--- src/rtl/ibufds_sync_filter_pkg.sv ---
// ---------------------------------------------------------------------------
// ibufds_sync_filter_pkg
// Shared helpers for the differential input receiver slice.
//   cnt_width(n) : bit width of a counter that must hold 0..n-1, never below 1.
// ---------------------------------------------------------------------------
package ibufds_sync_filter_pkg;

  function automatic int unsigned cnt_width(input int unsigned n);
    if (n <= 32'd2) begin
      return 32'd1;
    end else begin
      return $clog2(n);
    end
  endfunction

endpackage

--- src/rtl/ibufds_ibufgds.sv ---
// ---------------------------------------------------------------------------
// ibufds_ibufgds
// Differential input buffer wrapper. The attributes are carried through so
// a vendor primitive can be dropped in; this body is the behavioural model
// (output follows the positive leg while the pair is complementary).
// Ports:
//   i  : positive pad leg
//   ib : negative pad leg
//   o  : single-ended buffered level
// ---------------------------------------------------------------------------
module ibufds_ibufgds #(
  parameter DIFF_TERM    = "FALSE",
  parameter IBUF_LOW_PWR = "TRUE",
  parameter IOSTANDARD   = "DEFAULT"
) (
  input  logic i,
  input  logic ib,
  output logic o
);

  // A non-complementary pair (both legs equal) reads as 0.
  assign o = i & ~ib;

endmodule

--- src/rtl/ibufds_sync_filter_chn.sv ---
// ---------------------------------------------------------------------------
// ibufds_sync_filter_chn
// One receiver channel: differential buffer, synchroniser into clk, glitch
// filter, registered edge strobes and loss-of-activity watchdog.
// Ports:
//   clk, rst     : clock and asynchronous active-high reset
//   pad_p, pad_n : differential pad pair
//   dout         : filtered, synchronised level
//   rise, fall   : one-cycle strobes, high in the cycle dout shows its new value
//   los          : no strobe seen for 2^LOS_BITS cycles (1 out of reset)
// ---------------------------------------------------------------------------
module ibufds_sync_filter_chn
  import ibufds_sync_filter_pkg::*;
#(
  parameter int SYNC_STAGES  = 2,
  parameter int FILTER_CNT   = 3,
  parameter int LOS_BITS     = 8,
  parameter     DIFF_TERM    = "FALSE",
  parameter     IBUF_LOW_PWR = "TRUE",
  parameter     IOSTANDARD   = "DEFAULT"
) (
  input  logic clk,
  input  logic rst,
  input  logic pad_p,
  input  logic pad_n,
  output logic dout,
  output logic rise,
  output logic fall,
  output logic los
);

  localparam int unsigned             FCNT_W    = cnt_width(FILTER_CNT);
  localparam logic [FCNT_W-1:0]       FCNT_LAST = FCNT_W'(FILTER_CNT - 1);
  localparam logic [FCNT_W-1:0]       FCNT_ONE  = FCNT_W'(1'b1);
  localparam logic [LOS_BITS-1:0]     LCNT_MAX  = {LOS_BITS{1'b1}};
  localparam logic [LOS_BITS-1:0]     LCNT_ONE  = LOS_BITS'(1'b1);

  logic                   pad_s;
  logic                   s_s;
  logic [SYNC_STAGES-1:0] sync_r;
  logic [FCNT_W-1:0]      fcnt_r;
  logic                   dout_r;
  logic                   rise_r;
  logic                   fall_r;
  logic [LOS_BITS-1:0]    lcnt_r;
  logic                   los_r;

  ibufds_ibufgds #(
    .DIFF_TERM    (DIFF_TERM),
    .IBUF_LOW_PWR (IBUF_LOW_PWR),
    .IOSTANDARD   (IOSTANDARD)
  ) u_ibuf (
    .i  (pad_p),
    .ib (pad_n),
    .o  (pad_s)
  );

  assign s_s = sync_r[SYNC_STAGES-1];

  // Synchroniser chain; stage 0 is the only flop seeing the asynchronous level.
  always_ff @(posedge clk or posedge rst) begin
    if (rst) begin
      sync_r <= {SYNC_STAGES{1'b0}};
    end else begin
      sync_r <= {sync_r[SYNC_STAGES-2:0], pad_s};
    end
  end

  // Glitch filter: dout follows s only after FILTER_CNT consecutive differing
  // samples; any agreeing sample restarts the count. Strobes fire with the update.
  always_ff @(posedge clk or posedge rst) begin
    if (rst) begin
      fcnt_r <= {FCNT_W{1'b0}};
      dout_r <= 1'b0;
      rise_r <= 1'b0;
      fall_r <= 1'b0;
    end else begin
      if (s_s == dout_r) begin
        fcnt_r <= {FCNT_W{1'b0}};
        rise_r <= 1'b0;
        fall_r <= 1'b0;
      end else if (fcnt_r == FCNT_LAST) begin
        fcnt_r <= {FCNT_W{1'b0}};
        dout_r <= s_s;
        rise_r <= s_s;
        fall_r <= ~s_s;
      end else begin
        fcnt_r <= fcnt_r + FCNT_ONE;
        rise_r <= 1'b0;
        fall_r <= 1'b0;
      end
    end
  end

  // Activity watchdog: a visible strobe clears it; otherwise count up and
  // saturate, raising los once the counter has reached all-ones.
  always_ff @(posedge clk or posedge rst) begin
    if (rst) begin
      lcnt_r <= {LOS_BITS{1'b0}};
      los_r  <= 1'b1;
    end else begin
      if (rise_r | fall_r) begin
        lcnt_r <= {LOS_BITS{1'b0}};
        los_r  <= 1'b0;
      end else if (lcnt_r == LCNT_MAX) begin
        los_r  <= 1'b1;
      end else begin
        lcnt_r <= lcnt_r + LCNT_ONE;
      end
    end
  end

  assign dout = dout_r;
  assign rise = rise_r;
  assign fall = fall_r;
  assign los  = los_r;

endmodule

--- src/rtl/ibufds_sync_filter.sv ---
// ---------------------------------------------------------------------------
// ibufds_sync_filter
// Multi-channel differential input receiver for slow asynchronous board
// signals. Each channel is independent (see ibufds_sync_filter_chn).
// Ports:
//   clk, rst     : clock and asynchronous active-high reset
//   din_p, din_n : differential pad legs, one pair per channel
//   dout         : filtered, synchronised levels
//   rise, fall   : one-cycle edge strobes on dout
//   los          : per-channel loss-of-activity flags (all 1s out of reset)
// ---------------------------------------------------------------------------
module ibufds_sync_filter #(
  parameter int WIDTH        = 4,
  parameter int SYNC_STAGES  = 2,
  parameter int FILTER_CNT   = 3,
  parameter int LOS_BITS     = 8,
  parameter     DIFF_TERM    = "FALSE",
  parameter     IBUF_LOW_PWR = "TRUE",
  parameter     IOSTANDARD   = "DEFAULT"
) (
  input  logic             clk,
  input  logic             rst,
  input  logic [WIDTH-1:0] din_p,
  input  logic [WIDTH-1:0] din_n,
  output logic [WIDTH-1:0] dout,
  output logic [WIDTH-1:0] rise,
  output logic [WIDTH-1:0] fall,
  output logic [WIDTH-1:0] los
);

  for (genvar gi = 0; gi < WIDTH; gi++) begin : g_chn
    ibufds_sync_filter_chn #(
      .SYNC_STAGES  (SYNC_STAGES),
      .FILTER_CNT   (FILTER_CNT),
      .LOS_BITS     (LOS_BITS),
      .DIFF_TERM    (DIFF_TERM),
      .IBUF_LOW_PWR (IBUF_LOW_PWR),
      .IOSTANDARD   (IOSTANDARD)
    ) u_chn (
      .clk   (clk),
      .rst   (rst),
      .pad_p (din_p[gi]),
      .pad_n (din_n[gi]),
      .dout  (dout[gi]),
      .rise  (rise[gi]),
      .fall  (fall[gi]),
      .los   (los[gi])
    );
  end

endmodule

--- config.mk ---
export PLATFORM = sky130hd
export DESIGN_NAME = ibufds_sync_filter
export DESIGN_NICKNAME = d
export VERILOG_FILES = /design/src/rtl/ibufds_sync_filter_pkg.sv /design/src/rtl/ibufds_ibufgds.sv /design/src/rtl/ibufds_sync_filter_chn.sv /design/src/rtl/ibufds_sync_filter.sv
export SDC_FILE = /design/constraint.sdc
export NUM_CORES = 1
export LEC_CHECK = 0
export CORE_AREA = 5 5 92 94
export DETAILED_ROUTE_END_ITERATION = 10
export DIE_AREA = 0 0 97 99
export MAX_ROUTING_LAYER = met4
export PLACE_DENSITY = 0.69
export SYNTH_ARGS = -nofsm -noshare
export SYNTH_HDL_FRONTEND = slang
export SYNTH_SLANG_ARGS = --single-unit
--- constraint.sdc ---
create_clock -name clk -period 1.8 [get_ports clk]
set_input_delay 0.27 -clock clk [delete_from_list [all_inputs] [get_ports clk]]
set_output_delay 0.27 -clock clk [all_outputs]
set_load 0.01 [all_outputs]
* After elaboration in Yosys (flattened, before gate mapping)
Cells that the tools add are included.
Storage, ports and cells: output and inout port bits 16, flip-flop bits (word level) 64, latch bits 0, bits in read-only memories 0, RAM bits 0, word-level logic and storage cells 120, memories 0
Operators by class: $add $sub $neg 8, reduce and logical (&&, ||, !) cells 8, shifts and indexed selects 0, multiplexer cells 40, bitwise logic cells 20, $mul 0, $lt $le $gt $ge 0, eq/ne operators 16, div/mod/pow operators 0
Operators by type and width (count):
- 2-to-1 mux 8 bit | 8
- adder 8 x 1 -> 8 bit, second input constant | 4
- equality test 8 bit, second input constant | 4
- 2-to-1 mux 1 bit | 24
- 2-to-1 mux 2 bit | 8
- NOT 1 bit | 12
- adder 2 x 1 -> 2 bit, second input constant | 4
- equality test 2 bit, second input constant | 4
- != test 2 x 1 -> 1 bit, second input constant | 4
- AND reduction 2 bit | 4
- nonzero test 2 bit | 4
- AND 1 bit | 4
- equality test 1 bit | 4
- OR 1 bit | 4

* Longest topological paths before layout
Gate-level depths: netlist (run 1).
depth in word-level cells 3, mapped depth 5

* By module
A second synthesis (run 1) with hierarchy kept.
Unflattened totals: cell total of the unflattened synthesis 268, area total of the unflattened synthesis 2957.8 sq um
By module, submodules not included:
- ibufds_sync_filter_chn | times used 4, cells each 66, area an instance 725.7 sq um
- ibufds_ibufgds | times used 4, cells each 1, area an instance 13.8 sq um

* Worst setup path before layout (run 1)
No wires, ideal clock.
path kind flip-flop to flip-flop, start point reg g_chn[2].u_chn.lcnt_r[0], end point reg g_chn[2].u_chn.lcnt_r[5], clock period less this slack 1.381 ns, slack 0.419 ns, cell stages (with the launch flop) 6, data required time 1.670 ns, library setup time 0.130 ns, path buffers 1, arrival time 1.251 ns, cell sequence dfrtp_1 > ha_1 > and3_2 > buf_4 > a211oi_1 > nor3_1
Between the ends: cells in the longest elaborated chain, start to end 3
RTL lines:
- from (decl) | line ibufds_sync_filter_chn.sv:45 | logic [LOS_BITS-1:0] lcnt_r;
- from (signal assigned) | line ibufds_sync_filter_chn.sv:99 | lcnt_r <= {LOS_BITS{1'b0}};
- from (signal assigned) | line ibufds_sync_filter_chn.sv:103 | lcnt_r <= {LOS_BITS{1'b0}};
- from (signal assigned) | line ibufds_sync_filter_chn.sv:108 | lcnt_r <= lcnt_r + LCNT_ONE;
- adder 8 x 1 -> 8 bit | line ibufds_sync_filter_chn.sv:108
- 2-to-1 mux 8 bit | line ibufds_sync_filter_chn.sv:105 | end else if (lcnt_r == LCNT_MAX) begin
- 2-to-1 mux 8 bit | line ibufds_sync_filter_chn.sv:102 | if (rise_r | fall_r) begin
Several ways; a longest one is shown, not always the timed one. The select of a mux whose other input is x is not followed. A chain may end at the register's enable or synchronous reset.

* Worst setup path in the final report (run 1)
start point reg g_chn[3].u_chn.los_r, end point out los[3]
RTL lines:
- from (decl) | line ibufds_sync_filter_chn.sv:46 | logic los_r;
- from (signal assigned) | line ibufds_sync_filter_chn.sv:100 | los_r <= 1'b1;
- from (signal assigned) | line ibufds_sync_filter_chn.sv:104 | los_r <= 1'b0;
- from (signal assigned) | line ibufds_sync_filter_chn.sv:106 | los_r <= 1'b1;
- to (decl) | line ibufds_sync_filter.sv:28 | output logic [WIDTH-1:0] los
No word-level cell between the ends.

==> results.md, run 1 <==
* Multi-input gate area at 1110 um2
* Die area at between 9000 and 10000 um2
* Final min period at 1.67 ns
* Worst Tran Pin Value at roughly 0.45 ns
* Filler cell count in the final layout at 706
* Yosys Warn Count at 0
* Nets at 302
* Leak at ~1.4 nW
* Largest net degree at the start of global routing at 29
* TritonCTS clock tree: built
* Number of global-route vias before repair at 2035
* CTS max path bufs at 2
* Initial antenna violation count at 0
* Commonest non-fill, non-tap cell in the layout: dfrtp_1
* Share of layout cells above drive strength 1 at 0.116
* Crit path DAT at approximately 1.4 ns
* Final HPWL DP at 3550 um
* Family with the most delay on the worst path: flip-flops
* Wire per inst at about 13 um
* Remaining antenna violation count at 0
* Buffers and inverters on the worst path at 1
* Root Driver: clkbuf_8
* Data required, critical path at 1.53 ns
* Slew HR at 0.698
* HP Class: in2async
* Distinct cells, synth at 38
* Max Cap Viol at 0
* Final number of hold-violating endpoints at 0
* Wire length of the first global-routing pass at 9290 um
* DRC at 0
* Most frequent cells in the layout: dfrtp_1 (60), clkdlybuf4s50_1 (25), a21oi_1 (18), nor3_1 (18), nor2_1 (16)
* Syn_area_per_cell at ~11 um2
* Post-Syn Area at 2910 um2
* Fin cells at 395
* CP max FO at 2
* Pins Over Slew Limit at 0
* Final Cycle Share at 0.925
* Power Dens Cells at 1520 nW/um2
* CTS Hold Bufs at 0
* Area Overhead vs Synth at 15.7%
* CP max-delay cell: dfstp_2
* Sequential area share after synthesis at 0.552
* GPL Wtd Cong at 0.839
* Power Total at just over 5 mW
* Max stage delay on crit path at 0.53 ns
* Critical path launch point type: flop
* CORE AREA at 7570 um2
* Final Setup Violations at 0
* Worst setup path start: g_chn[3].u_chn.los
* Seq cells post-synth at 64
* Number of H-tree levels at 3
* Post-Syn Nets at between 200 and 300
* Via Count at 2100
* Initial Utilization at 0.384
* CP Capture Type: output pin
* Reg-to-reg startpoint: g_chn[1].u_chn.lcnt_r[0]
* Number of setup buffers added after CTS at 0
* # IOs at 26
* Post-Place Cells at 379
* Die Y at 99 um
* Die W at a little under 100 um
* Setup Skew at 0.00530 ns
* Max Freq at between 600 and 700 MHz
* Total track usage at 0.122
* WL final at 5050 um
* Cts bufs inserted at 9
* Setup_tns at 0 ns
* Post-synthesis instance total at 275
* CTS resizes at 0
* Worst-Skew Late Latency at roughly 0.33 ns
* Critical path type: reg2out
* Antenna cells at 0
* CTS sink cnt at 64
* Drt first pass iters at 4
* R2R setup slack at 0.32 ns
* Unrepaired setup endpoints after global routing: no
* DR iter-0 viols at 70
* Routed vias/inst at between 5 and 6
* Port bufs at 25
* Worst IR drop on VDD at 0.730 mV
* Clock Pin Slew Worst Setup and Hold Paths at 0.07 ns
* Crit path cell chain: clkdlybuf4s50_1
* Register area at 1610 um2
* Cell Rows at 32
* Status: completed
* Overflow after GRT at 0
synthesized netlist by cell type (all sizes together):
master   instances  area share
nor3            18       0.031
mux2             4       0.015
nor2b            4      0.0086
ha               4       0.017
a2111oi          1      0.0034
o21ai           14       0.024
nand3           11       0.019
nand2           12       0.015
and3            11       0.026
nor2            16       0.021
clkbuf           4      0.0056
dfstp            4       0.036
buf             21       0.053
dfrtp           60        0.52
inv              6      0.0077
a2111o           1      0.0039
a21boi           4       0.010
a31oi           14       0.030
nand2b           8       0.017
and4             9       0.028
nor4             1      0.0022
or2              4      0.0086
and2             1      0.0022
and4b            2      0.0069
nand4            5       0.013
a211oi          15       0.039
nor4b            1      0.0030
a21oi           18       0.031
a41oi            2      0.0060
layout make-up:
type,count,area share
flip-flops and latches,64,0.477
multi-input cells,180,0.329
repair buffers,27,0.0862
clock buffers,11,0.0450
well taps,102,0.0379
clock inverters,5,0.0164
inverters,6,0.00781
final timing paths:
kind                                       endpoint  cells past startpoint
max                                          los[3]                      1
min                             g_chn[3].u_chn.fall                      2
max reg2reg                g_chn[1].u_chn.lcnt_r[3]                      4
min reg2reg                g_chn[3].u_chn.sync_r[1]                      0
max in group asynchronous        g_chn[1].u_chn.los                      3
min in group clk           g_chn[3].u_chn.sync_r[1]                      0
power breakdown:
part           total [mW]  switching [mW]  internal [mW]
clock                1.26           0.546          0.710
sequential           2.46           0.553           1.91
combinational        1.40           0.709          0.692
total                5.12            1.81           3.31
metrics by stage:
step	setup WS [ns]	hold WS [ns]	instance area (um2)	util
after global routing	0.0677	0.295	3370	0.445
after floorplan	0.419	0.331	2910	-
after CTS	0.107	0.291	3370	0.445
after detailed placement	0.346	0.335	3160	0.417
after global placement	0.394	0.333	3160	0.417
final	0.135	0.297	3370	0.445
per-layer routing:
metal  wire [um]  part of all wire  up-vias  global-route usage
met3         261             0.052        8              0.0502
met4          64             0.013        0              0.0421
met1        2470              0.49     1012               0.156
met2        2260              0.45       38               0.175
met5           0                 0        -                   -
li1            -                 -     1042                   -
registers in the layout, indices dropped and copies added, names as in the netlist:
register	flops
g_chn.u_chn.dout	4
g_chn.u_chn.fall	4
g_chn.u_chn.fcnt_r	8
g_chn.u_chn.lcnt_r	32
g_chn.u_chn.los	4
g_chn.u_chn.rise	4
g_chn.u_chn.sync_r	8
logic make-up (layout without fill, tap and decap cells):
group,Yosys count,in the layout,share of synthesized area
muxes,4,4,0.0155
adders and majority gates,4,4,0.0172
buffers and inverters,31,49,0.0663
AOI/OAI and AO/OA,69,69,0.148
DFF,64,64,0.552
and+or+nand+nor,103,103,0.201
No activity file was read; power rests on OpenSTA's default activity.
==> inputs of run 2 (changes only) <==
ABC_CLOCK_PERIOD_IN_PS = 2000   (was not set)
DONT_BUFFER_PORTS = 1   (was not set)
PLACE_DENSITY = 0.62   (was 0.69)
clock period = 2 ns   (was 1.8 ns; I/O delays follow)
==> results.md, run 2 (synthesis gave the netlist of run 1 again) <==
* Met3 wire len at 327 um (+25%)
* Crit path cell chain: ha_1, and4_1, a2111o_1, o21ai_1
* GPL Wtd Cong at 0.846 (+0.82%)
* Clk pwr share at 0.248 (+0.003)
* Remaining antenna violation count at 0 (unchanged)
* Data required, critical path at 2.26 ns (+0.73 ns)
* Final Setup Violations at 0 (unchanged)
* Crit path DAT at 1.73 ns (+0.33 ns)
* Worst-Skew Late Latency at 0.33 ns (about the same)
* Via Count at 1998 (-4.9%)
* Hold Startpoint: din_n[0]
* Worst r2r dst: g_chn[1].u_chn.lcnt_r[3]
* Fin area at 3110 um2 (-7.5%)
* Metal2 WL at 2250 um (-0.35%)
* Die area at 9600 um2 (unchanged)
* Net Sw Power at 1.59 mW (-12%)
* Wire length of the first global-routing pass at 9030 um (-2.8%)
* Number of H-tree levels at 3 (unchanged)
* Setup_tns at 0 ns (unchanged)
* Final number of hold-violating endpoints at 0 (unchanged)
* CP max-delay cell: a2111o_1
* Critical path type: reg2reg
* Drt first pass iters at 4 (unchanged)
* CP Capture Type: flop
* Biggest register: g_chn.u_chn.lcnt_r
* Die W at 97 um (unchanged)
* Area Overhead vs Synth at 7.01%
* Setup Skew at 0.00655 ns (+0.00125 ns)
* CP max FO at 5 (+3)
* Overflow after GRT at 0 (unchanged)
* DRC at 0 (unchanged)
* Worst IR drop on VDD at 0.671 mV (-8.1%)
* Number of global-route vias before repair at 1965 (-3.4%)
* Share of layout cells above drive strength 1 at 0.119 (+0.00248)
* Hold path depth at 1
* Port bufs at 0 (-100%)
* Routed vias/inst at 5.37 (+1.0%)
* Clock Pin Slew Worst Setup and Hold Paths at 0.06 ns (about the same)
* Final HPWL DP at 3450 um (-2.8%)
* Max reg flops at 32 (unchanged)
* Total track usage at 0.119 (-0.00296)
* Sequential power share at 0.502 (+0.021)
* Worst Tran Pin Value at 0.482 ns (+0.0300 ns)
* Post-layout util at 0.411 (-0.0336)
* Critical path launch point type: flop
* Worst setup path start: g_chn[1].u_chn.lcnt_r[0]
* Max Freq at 679 MHz
* Max stage delay on crit path at 0.42 ns (-0.11 ns)
* Register area at 1610 um2 (unchanged)
* Design internal power at 2.89 mW (-13%)
* CTS sink cnt at 64 (unchanged)
* Hold EP: g_chn[0].u_chn.sync_r[0]
* Root Driver: clkbuf_8
* CORE AREA at 7570 um2 (unchanged)
* R2r worst-path depth at 4 (unchanged)
* Initial Utilization at 0.384 (unchanged)
* Switching share of total power at 0.356 (+0.00250)
* Pins Over Slew Limit at 0 (unchanged)
* DR iter-0 viols at 77 (+10%)
* Commonest non-fill, non-tap cell in the layout: dfrtp_1
* Wire per inst at 13.6 um (+6.3%)
* Max Cap Viol at 0 (unchanged)
* Leak at 1.30 nW (-5.8%)
* Antenna cells at 0 (unchanged)
* Most frequent cells in the layout: dfrtp_1 (60), a21oi_1 (18), nor3_1 (18), nor2_1 (16), a211oi_1 (15)
* Initial antenna violation count at 0 (unchanged)
* Status: completed
* Reg-to-reg startpoint: g_chn[1].u_chn.lcnt_r[0]
* Top flop regs: g_chn.u_chn.lcnt_r x32, g_chn.u_chn.fcnt_r x8, g_chn.u_chn.sync_r x8
* Filler cell count in the final layout at 727 (+3.0%)
* CTS max path bufs at 2 (unchanged)
* # IOs at 26 (unchanged)
* Area after DPL at 2890 um2 (-8.4%)
* Top layer in use: met4
* Unrepaired setup endpoints after global routing: no
* Multi-input gate area at 1110 um2 (unchanged)
* HP Class: in2reg
* Final min period at approximately 1.5 ns
* Family with the most delay on the worst path: compound AO/OA/AOI/OAI gates
* Die Y at 99 um (unchanged)
* Number of setup buffers added after CTS at 0 (unchanged)
* Cell Rows at 32 (unchanged)
* Nets at 279 (-7.6%)
* Power Dens Cells at 1440 nW/um2 (-5.3%)
* WL final at 5050 um (about the same)
* Slew HR at 0.678 (-0.0198)
* TritonCTS clock tree: built
* Buffers and inverters on the worst path at 0 (-1)
* Cts bufs inserted at 9 (unchanged)
* Met1 wire length at 2410 um (-2.1%)
* Largest net degree at the start of global routing at 28 (-3.4%)
* R2R setup slack at 0.53 ns (+0.21 ns)
* Logic pwr share at 0.251 (-0.023)
* Final Cycle Share at 0.736
-- run 2: cell count changes in the layout (fill, tap and decap cells not counted), sizes merged --
cell | before | now
dlygate4sd3 | 0 | 2
clkdlybuf4s50 | 25 | 0
inv | 5 | 6
clkinvlp | 3 | 0
clkbuf | 11 | 13
-- run 2: power groups by stage --
stage	clock network (mW)	logic, mW	registers, mW
floorplan	0	1.08	2.09
global placement	0	1.09	2.23
detailed placement	0	1.13	2.25
CTS	1.16	1.14	2.23
global route	1.22	1.31	2.33
finish	1.11	1.12	2.25
-- run 2: stage by stage --
step / total power [mW] / hold slack [ns] / setup WS [ns] / instances
after floorplan: 3.17 / 0.331 / 0.109 / 275
after global placement: 3.32 / 0.233 / 0.588 / 354
after detailed placement: 3.38 / 0.247 / 0.551 / 354
after CTS: 4.53 / 0.00491 / 0.530 / 372
after global routing: 4.86 / 0.00233 / 0.413 / 372
final: 4.48 / 0.0310 / 0.528 / 372
-- run 2: repair_timing --
item                      in CTS  in global routing
hold endpoints to repair      19                  0
gates resized for setup        0                  0
hold buffers                   2                  0
-- run 2: how the worst max path moves through the flow --
stage,endpoint,slack (ns),cells past startpoint
after floorplan,g_chn[0].u_chn.dout,0.11,1
after global placement,g_chn[1].u_chn.lcnt_r[3],0.59,4
after detailed placement,g_chn[1].u_chn.lcnt_r[3],0.55,4
after CTS,g_chn[1].u_chn.lcnt_r[3],0.53,4
after global routing,g_chn[0].u_chn.lcnt_r[3],0.41,4
final,g_chn[1].u_chn.lcnt_r[3],0.53,4
-- run 2: worst register-to-register path, delay by kind of cell (launching register included) --
family | cells | cell delay (ns)
AOI/OAI and AO/OA | 2 | 0.50
DFF | 1 | 0.41
adders and majority gates | 1 | 0.25
and+or+nand+nor | 1 | 0.24
-- run 2: area by class of cell --
type / count / area share
Sequential cell: 64 / 0.516
Multi-Input combinational cell: 180 / 0.356
Clock buffer: 13 / 0.0511
Tap cell: 102 / 0.0410
Timing Repair Buffer: 4 / 0.0153
Clock inverter: 3 / 0.0129
Inverter: 6 / 0.00724
-- run 2: metal layers --
| metal | track usage | up-vias |
|---|---|---|
| met5 | - | - |
| met4 | 0.0486 | 0 |
| met3 | 0.0573 | 8 |
| met2 | 0.171 | 40 |
| met1 | 0.144 | 960 |
| li1 | - | 990 |
